$ cat config.mk
export PLATFORM = sky130hd
export DESIGN_NAME = uart_rx_check
export DESIGN_NICKNAME = d
export VERILOG_FILES = /design/src/rtl/uart_rx_check.sv
export SDC_FILE = /design/constraint.sdc
export NUM_CORES = 1
export LEC_CHECK = 0
export BUFFER_PORTS_ARGS = -buffer_cell sky130_fd_sc_hd__buf_2
export CORE_MARGIN = 8
export CORE_UTILIZATION = 58
export CTS_BUF_LIST = sky130_fd_sc_hd__clkbuf_16
export CTS_CLUSTER_DIAMETER = 40
export DETAILED_ROUTE_END_ITERATION = 12
export GPL_TIMING_DRIVEN = 0
export PLACE_DENSITY = 0.8
export SYNTH_ARGS = -nofsm -noshare
export SYNTH_HDL_FRONTEND = slang
export SYNTH_SLANG_ARGS = --single-unit
$ cat constraint.sdc
create_clock -name clk -period 2.98 [get_ports clk]
set_input_delay 0.447 -clock clk [delete_from_list [all_inputs] [get_ports clk]]
set_output_delay 0.447 -clock clk [all_outputs]
set_load 0.01 [all_outputs]
$ cat src/rtl/uart_rx_check.sv
// 8N1 UART receiver with framing check, saturating byte count, running checksum and idle-line timeout.
// Optional feature macro: UART_RX_CHECKSUM_EN (modulo-256 checksum of good bytes; tied to zero when undefined).
module uart_rx_check #(
  parameter int CLKS_PER_BIT = 868,
  parameter int IDLE_BITS    = 32,
  parameter int CNT_W        = 16
) (
  input  logic             clk,
  input  logic             rst,
  input  logic             RxD,
  output logic [7:0]       data_out,
  output logic             data_valid,
  output logic             frame_err,
  output logic [CNT_W-1:0] byte_count,
  output logic [7:0]       checksum,
  output logic             stream_done,
  output logic             busy
);

  localparam int TMR_W    = $clog2(CLKS_PER_BIT);
  localparam int IDLE_LIM = IDLE_BITS * CLKS_PER_BIT;
  localparam int IDL_W    = $clog2(IDLE_LIM);
  localparam logic [TMR_W-1:0] HALF_M1 = TMR_W'(CLKS_PER_BIT / 2 - 1);
  localparam logic [TMR_W-1:0] FULL_M1 = TMR_W'(CLKS_PER_BIT - 1);
  localparam logic [IDL_W-1:0] IDLE_M1 = IDL_W'(IDLE_LIM - 1);

  typedef enum logic [2:0] {
    S_IDLE, S_START, S_DATA, S_STOP, S_WAIT_HIGH
  } state_t;

  state_t             r_state, w_state_nxt;
  logic               r_sync1, r_sync2;
  logic               w_rx_s;
  logic [TMR_W-1:0]   r_timer, w_timer_nxt;
  logic [2:0]         r_bit_idx;
  logic [7:0]         r_shift;
  logic [IDL_W-1:0]   r_idle_cnt;
  logic               r_armed;
  logic               w_shift_en, w_good, w_bad, w_idle_hi;

  assign w_rx_s    = r_sync2;
  assign w_idle_hi = (r_state == S_IDLE) && w_rx_s;
  assign busy      = (r_state != S_IDLE);

  always_ff @(posedge clk) begin
    if (rst) r_state <= S_IDLE;
    else     r_state <= w_state_nxt;
  end

  always_comb begin
    w_state_nxt = r_state;
    w_timer_nxt = r_timer + 1'b1;
    w_shift_en  = 1'b0;
    w_good      = 1'b0;
    w_bad       = 1'b0;
    case (r_state)
      S_IDLE: begin
        w_timer_nxt = '0;
        if (!w_rx_s) w_state_nxt = S_START;
      end
      S_START: begin
        if (r_timer == HALF_M1) begin
          w_timer_nxt = '0;
          w_state_nxt = w_rx_s ? S_IDLE : S_DATA;
        end
      end
      S_DATA: begin
        if (r_timer == FULL_M1) begin
          w_timer_nxt = '0;
          w_shift_en  = 1'b1;
          if (r_bit_idx == 3'd7) w_state_nxt = S_STOP;
        end
      end
      S_STOP: begin
        if (r_timer == FULL_M1) begin
          w_timer_nxt = '0;
          if (w_rx_s) begin
            w_good      = 1'b1;
            w_state_nxt = S_IDLE;
          end else begin
            w_bad       = 1'b1;
            w_state_nxt = S_WAIT_HIGH;
          end
        end
      end
      S_WAIT_HIGH: begin
        w_timer_nxt = '0;
        if (w_rx_s) w_state_nxt = S_IDLE;
      end
      default: w_state_nxt = S_IDLE;
    endcase
  end

  always_ff @(posedge clk) begin
    if (rst) begin
      r_sync1     <= 1'b1;
      r_sync2     <= 1'b1;
      r_timer     <= '0;
      r_bit_idx   <= '0;
      r_shift     <= '0;
      data_out    <= '0;
      data_valid  <= 1'b0;
      frame_err   <= 1'b0;
      byte_count  <= '0;
      r_idle_cnt  <= '0;
      r_armed     <= 1'b0;
      stream_done <= 1'b0;
    end else begin
      r_sync1     <= RxD;
      r_sync2     <= r_sync1;
      r_timer     <= w_timer_nxt;
      data_valid  <= w_good;
      frame_err   <= w_bad;
      stream_done <= 1'b0;
      if (r_state != S_DATA) r_bit_idx <= '0;
      else if (w_shift_en)   r_bit_idx <= r_bit_idx + 1'b1;
      if (w_shift_en) r_shift <= {w_rx_s, r_shift[7:1]};
      if (w_good) begin
        data_out <= r_shift;
        if (byte_count != {CNT_W{1'b1}}) byte_count <= byte_count + 1'b1;
      end
      // Idle counter saturates so a long idle line cannot wrap into a second pulse.
      if (!w_idle_hi)                 r_idle_cnt <= '0;
      else if (r_idle_cnt != IDLE_M1) r_idle_cnt <= r_idle_cnt + 1'b1;
      if (w_good) begin
        r_armed <= 1'b1;
      end else if (r_armed && w_idle_hi && (r_idle_cnt == IDLE_M1)) begin
        stream_done <= 1'b1;
        r_armed     <= 1'b0;
      end
    end
  end

`ifdef UART_RX_CHECKSUM_EN
  logic [7:0] r_checksum;
  always_ff @(posedge clk) begin
    if (rst)         r_checksum <= '0;
    else if (w_good) r_checksum <= r_checksum + r_shift;
  end
  assign checksum = r_checksum;
`else
  assign checksum = 8'h00;
`endif

endmodule

Yosys cells after proc, flatten, opt, wreduce, memory -nomap -nowiden
Index checks and enable logic that the tools add are counted.

Equal/unequal tests: 17. $add $sub $neg: 4. Mux-type cells: 21. Reductions and logical operators: 14. Bitwise gates (word level): 3.

Operators by type and width (count): 10-bit one-hot mux with 3 select lines (1); 3-bit two-way mux (7); 10-bit two-way mux (2); 16-bit by 1-bit adder with 16-bit output, second input constant (1); 16-bit != test, second input constant (1); 15-bit by 1-bit adder with 15-bit output, second input constant (1); 15-bit equality test, second input constant (1); 15-bit != test, second input constant (1); 3-bit one-hot mux with 5 select lines (1); 2-bit != test, second input constant (6); 10-bit by 1-bit adder with 10-bit output, second input constant (1); 10-bit equality test, second input constant (1); 10-bit by 9-bit equality test with 1-bit output, second input constant (1); 2-bit OR reduction (5); 1-bit two-way mux (9); 3-bit by 2-bit equality test with 1-bit output, second input constant (2); 3-bit equality test, second input constant (2); 6-bit AND reduction (1); 3-bit by 1-bit adder with 3-bit output, second input constant (1); 3-bit by 1-bit equality test with 1-bit output, second input constant (1); 1-bit logical AND (3); 3-bit zero test (1); 3-bit by 2-bit != test with 1-bit output, second input constant (1); 1-bit NOT (3); other kinds (5) (5).

Bits of input ports: 3. Output and inout bits: 36. Word-level logic and storage cells: 72. Bits in registers: 69.

Logic depth before layout (Yosys ltp)
Gate-level depths: netlist of run 1.

Word-level depth: 6. Mapped depth: 8. Mapped depth without buffers: 6.

Worst setup path before layout of run 1
OpenSTA, ideal clock, no wires.

Path kind: register -> register. Start: reg r_state[2]. End: reg byte_count[5]. Library setup time: 121 ps. Arrival: 2232 ps. Required time: 2859 ps. Path slack: 627 ps. Clock period less this slack: 2353 ps. Path buffers: 3. Stages on the path, launching flop included: 8. Cells stage by stage: dfxtp_1 or4b_1 buf_2 or4_4 buf_6 buf_6 nor3_1 mux2_2.

Cells in the longest elaborated chain, start to end: 3.

RTL lines: from (decl) (RTL line 31) `state_t r_state, w_state_nxt;`; from (signal assigned) (RTL line 47) `else r_state <= w_state_nxt;`; 3-bit by 2-bit equality test with 1-bit output (RTL line 56) `case (r_state)`; 1-bit two-way mux (RTL line 56); 2-bit AND reduction (no source line); to (signal assigned) (RTL line 120) `if (byte_count != {CNT_W{1'b1}}) byte_count <= byte_count + 1'b1;`; to (decl) (RTL line 14) `output logic [CNT_W-1:0] byte_count,`.

No other way between the ends. A chain may end at the register's enable or synchronous reset.

Worst setup path after layout of run 1
Start: reg r_state[2]. End: reg byte_count[8].

The elaborated chain is that of the path after synthesis.

==> results of run 1 <==
[power groups by stage]
stage	registers, W	clock network, W	logic, W
2_1_floorplan	0.000953	0	0.0000447
3_3_place_gp	0.000954	0	0.0000554
3_5_place_dp	0.000954	0	0.0000571
4_1_cts	0.000934	0.00101	0.0000574
5_1_grt	0.000935	0.00105	0.0000654
6_report	0.000934	0.000999	0.0000576
[final timing paths]
kind              endpoint  slack [ps]  depth (start not counted)
min                r_sync1         330                          2
min reg2reg        r_sync2         420                          1
max          byte_count[8]         410                          6
max reg2reg  byte_count[8]         410                          6
[routing by layer]
| metal | up-vias | wire length, um | GRT usage [%] |
|---|---|---|---|
| li1 | 1378 | - | - |
| met1 | 1309 | 3057 | 17.91 |
| met2 | 45 | 3275 | 28.50 |
| met3 | 7 | 310 | 5.403 |
| met4 | 0 | 65 | 6.380 |
| met5 | - | 0 | 0 |
[cells by family after synthesis]
group / after synthesis
AO/OA/AOI/OAI: 32
XOR/XNOR: 19
AND/OR/NAND/NOR: 188
flip-flops: 69
adder cells (fa/ha/maj): 6
other: 1
buffers and inverters: 33
multiplexers: 24
[through the flow]
step	setup slack, ps	area, um^2	util [%]	hold slack, ps
detailed placement	416.8	3495	64.25	404.6
CTS	404.0	3776	69.43	316.3
floorplan	627.1	3259	-	389.5
finish	410.4	3776	69.43	331.4
global route	293.8	3776	69.43	323.1
global placement	413.0	3495	64.25	394.6
[synth_stat cells (all sizes together), types with 3 or more instances]
| master | n |
|---|---|
| a21oi | 15 |
| and4 | 6 |
| buf | 11 |
| clkbuf | 16 |
| dfxtp | 69 |
| ha | 6 |
| inv | 6 |
| mux2 | 13 |
| mux2i | 11 |
| nand2 | 34 |
| nand2b | 4 |
| nand3 | 14 |
| nand4 | 6 |
| nor2 | 56 |
| nor2b | 14 |
| nor3 | 15 |
| nor4 | 15 |
| o21ai | 4 |
| or2 | 4 |
| or3 | 3 |
| or4 | 4 |
| xnor2 | 14 |
| xor2 | 5 |
[flip-flops by register name, summed over array words and instances (netlist names), 3 cells and up]
signal	count
r_bit_idx	3
r_timer	10
byte_count	16
data_out	8
r_state	3
r_shift	8
r_idle_cnt	15
[worst max-delay path, stage by stage, from the launching register on]
cell and delay [ps]:
dfxtp_1 350, or4b_1 520, buf_2 180, or4_1 520, clkbuf_1 280, a211oi_1 250, mux2_2 350
[area by class of cell]
| cell class | count | area [um^2] |
|---|---|---|
| buffer | 27 | 147.6 |
| clock buffer | 9 | 225.2 |
| clock inverter | 6 | 56.30 |
| fill | 471 | 1663 |
| inverter | 6 | 22.52 |
| multi-input combinational | 277 | 1708 |
| sequential | 69 | 1381 |
| tap | 72 | 90.09 |
| timing repair buffer | 29 | 145.1 |
==> impl_metrics.toml, run 1 <==
[status]
outcome = "complete, no violations"

[routing]
drt_iter0_drc = 140
wl_per_cell_um = 13.55
vias = 2739
vias_per_cell = 5.533
drc = 0
ant_nets = 0
firstDrtPassIters = 5
drt_wl_total_um = 6708

[yosys]
syn_inst = 372
yosysTopAreaCell = "dfxtp_1"
synth_compound_area_share_pct = 6.192
synth_edf_count = 0
synth-seq-cells = 69
synth_cell_types = 46
ys_warn_count = 0
async_flop_share_pct = 0
syn_area_um2 = 3233
synth_area_per_cell_um2 = 8.691
synth_area_leaders = "dfxtp_1, nor2_1, mux2_2, nand2_1, xnor2_1"
ys_seq_area_share_pct = 42.72
synthFlopType = "dfxtp_1"
synth-xor-area-share_pct = 5.147
muxShareOfSynthArea_pct = 7.933
synthSimpleGateAreaFrac_pct = 30.30
synth_fa_ha_area_share_pct = 2.322
synth_top_area_share_pct = 42.72
synth_top_family_by_area = "simple AND/OR/NAND/NOR gates"

[clock_network]
ctsHoldBuffers = 0
cts_tree = "yes"
cts_max_level = 3
path_clk_slew_ps = 50
worstSkewPairLatency_ps = 330
cts_max_path_buffers = 2
clkSinkCount = 69
cts_setup_buffers = 0
cts_buffers = 9
cts.repair.resized = 0
cts-root-buf = "clkbuf_16"

[cells_and_area]
drive_gt1_share_pct = 17.26
layout_commonest_cell = "dfxtp_1"
finalNonFillerCells = 495
layout.nets = 428
synthToLayoutAreaGrowth_pct = 16.80
num_antenna_cells = 0
mostFrequentLayoutCells = "dfxtp_1, nor2_1, nand2_1, buf_2, clkbuf_1"

[pwr]
p_sw_w = 0.0004082
power.leakage_nw = 1.406
power.share.switching_pct = 20.51
p_seq_share_pct = 46.9
power_frac_comb_pct = 2.9
peakVddDrop_v = 0.0003367
internal_power_w = 0.001582
clockPowerShare_pct = 50.2
design_power_total_w = 0.001991
powerDensity_nw_per_um2 = 527.2

[timing]
fin_tns_setup_ps = 0
fin_worst_skew_ps = 8.488
slew_headroom_pct = 22.06
worst_pin_slew_ps = 1159
hold_violations = 0
fin_crit_sh_pct = 86.23
post-route-min-period_ps = 2570
drv_slew = 0
rsz0062_at_grt = "no"
fmaxAchievable_mhz = 389.2
finalSetupViolations = 0

[critical_path]
crit_path_end_kind = "register"
start_kind = "register"
crit_start = "r_state[2]"
r2r-start = "r_state[2]"
cp_data_required_time_ps = 3200
critPathKind = "register to register"
worst_ep_arrival_time_ps = 2780
path_max_fanout = 10

[place]
dp.cells = 480
portBuffers = 29
routabilityCongestion = 0.8051
post-dp-hpwl_um = 4668

[global_route]
antenna_found_initial = 0
grt_start_max_net_pins = 12
track_usage_pct = 16.38
grt_overflow = 0
grt_pass1_vias = 2619
grt_pass1_wl_um = 11380

[hold_path]
hp-start = "RxD"
hp-class = "input port to register"

[flow_run]
maxCapViolations = 0

[die]
core_area_um2 = 5439
dieArea_um2 = 8219
start_util_pct = 59.44
std_cell_rows = 27
io_pins = 39
die_y_um = 90.66
dieWidth_um = 90.66
Power figures use the tool's default switching activity.
==> inputs of run 2 (changes only) <==
--- a/config.mk
+++ b/config.mk
@@ -11,7 +11,6 @@
 export CTS_BUF_LIST = sky130_fd_sc_hd__clkbuf_16
 export CTS_CLUSTER_DIAMETER = 40
 export DETAILED_ROUTE_END_ITERATION = 12
-export GPL_TIMING_DRIVEN = 0
 export PLACE_DENSITY = 0.8
 export SYNTH_ARGS = -nofsm -noshare
 export SYNTH_HDL_FRONTEND = slang
==> run 2 against run 1 <==
Compared with the run above:
- hold slack worse by 27 ps
- first-iteration DRC count is 32% lower
- cell area is 3.8% lower
- sequential share of layout area is 1.5 points higher
- die area stayed put
- clock skew hardly changed
- critical path depth is 2 lower
- flip-flop and latch count stayed put
- clock power is 8.8% lower
==> impl_metrics.toml, run 2 (same netlist as run 1, synthesis figures left out) <==
[pwr]
peakVddDrop_v = 0.0003401
internal_power_w = 0.001490
power.leakage_nw = 1.349
powerDensity_nw_per_um2 = 520.4
power_frac_comb_pct = 2.2
p_seq_share_pct = 49.5
power.share.switching_pct = 21.16
design_power_total_w = 0.001890
clockPowerShare_pct = 48.2
p_sw_w = 0.0003998

[global_route]
track_usage_pct = 15.60
antenna_found_initial = 0
grt_start_max_net_pins = 56
grt_overflow = 0
grt_pass1_vias = 2383
grt_pass1_wl_um = 10780

[timing]
slew_headroom_pct = 39.28
fmaxAchievable_mhz = 377.3
fin_crit_sh_pct = 88.93
hold_violations = 0
rsz0062_at_grt = "no"
worst_pin_slew_ps = 910.8
finalSetupViolations = 0
fin_worst_skew_ps = 8.200
fin_tns_setup_ps = 0
post-route-min-period_ps = 2650
drv_slew = 0

[critical_path]
start_kind = "register"
crit_path_end_kind = "register"
worst_ep_arrival_time_ps = 2870
cp_data_required_time_ps = 3200
critPathKind = "register to register"
path_max_fanout = 12

[cells_and_area]
nFillCells = 444
layout.nets = 405
largest_reg_flops = 16
layout_commonest_cell = "dfxtp_1"
drive_gt1_share_pct = 16.79
reg_top3 = "byte_count (16), r_idle_cnt (15), r_timer (10)"
synthToLayoutAreaGrowth_pct = 12.31
num_antenna_cells = 0
mostFrequentLayoutCells = "dfxtp_1, nor2_1, nand2_1, buf_2"
regMostFlops = "byte_count"

[clock_network]
worstSkewPairLatency_ps = 330
ctsHoldBuffers = 0
cts-root-buf = "clkbuf_16"
cts_tree = "yes"
path_clk_slew_ps = 50
cts_setup_buffers = 0
cts.repair.resized = 0
cts_max_path_buffers = 2
cts_max_level = 3
clkSinkCount = 69
cts_buffers = 9

[routing]
firstDrtPassIters = 4
drt_wl_total_um = 6237
vias = 2587
drt_iter0_drc = 95
ant_nets = 0
wl_per_cell_um = 13.24
vias_per_cell = 5.493
drc = 0

[die]
start_util_pct = 59.44
die_y_um = 90.66
std_cell_rows = 27
io_pins = 39
dieArea_um2 = 8219
dieWidth_um = 90.66
core_area_um2 = 5439

[status]
outcome = "complete, no violations"

[place]
post-dp-hpwl_um = 4138
portBuffers = 30
routabilityCongestion = 0.8126

[flow_run]
maxCapViolations = 0

[hold_path]
hp-class = "input port to register"
-- run 2: final timing paths --
check | cells past startpoint | slack, ps | to | startpoint
setup reg to reg | 4 | 330 | byte_count[10] | r_state[2]
hold / removal | 2 | 300 | r_sync1 | RxD
hold reg to reg | 1 | 430 | r_sync2 | r_sync1
setup / recovery | 4 | 330 | byte_count[10] | r_state[2]
-- run 2: routing by layer --
metal / vias up / track usage [%] / wire, um
met5: - / 0 / 0
met4: 0 / 7.767 / 110
met3: 11 / 5.154 / 253
met2: 44 / 24.30 / 3003
met1: 1199 / 18.76 / 2870
li1: 1333 / - / -
-- run 2: worst max-delay path, stage by stage (launching register included) --
cell     delay (ps)
dfxtp_1         340
or4b_1          680
or4_1           760
nor4_1          400
mux2_2          370
-- run 2: metrics by stage --
step	std cells	setup WS (ps)	area [um^2]	hold WS, ps	util, %
6_report	471	329.8	3631	304.3	66.76
5_1_grt	471	226.5	3631	309.2	66.76
4_1_cts	471	341.8	3631	295.2	66.76
3_5_place_dp	457	346.8	3374	418.3	62.04
3_3_place_gp	457	443.8	3374	422.3	62.04
2_1_floorplan	379	627.1	3259	389.5	-
-- run 2: cell type report --
type | instances | area (um^2) | share of cell area, %
clock buffers | 9 | 225.2 | 6.203
well taps | 72 | 90.09 | 2.481
inverters | 6 | 22.52 | 0.6203
flip-flops and latches | 69 | 1381 | 38.04
multi-input cells | 277 | 1708 | 47.04
repair buffers | 33 | 172.7 | 4.755
clock inverters | 5 | 31.28 | 0.8615
-- run 2: power by group through the flow --
| stage | Sequential [W] | Clock (W) | Combinational, W |
|---|---|---|---|
| 2_1_floorplan | 0.000953 | 0 | 0.0000447 |
| 6_report | 0.000936 | 0.000911 | 0.0000422 |
| 4_1_cts | 0.000936 | 0.000933 | 0.0000423 |
| 3_3_place_gp | 0.000955 | 0 | 0.0000408 |
| 3_5_place_dp | 0.000955 | 0 | 0.0000419 |
| 5_1_grt | 0.000936 | 0.000975 | 0.0000486 |
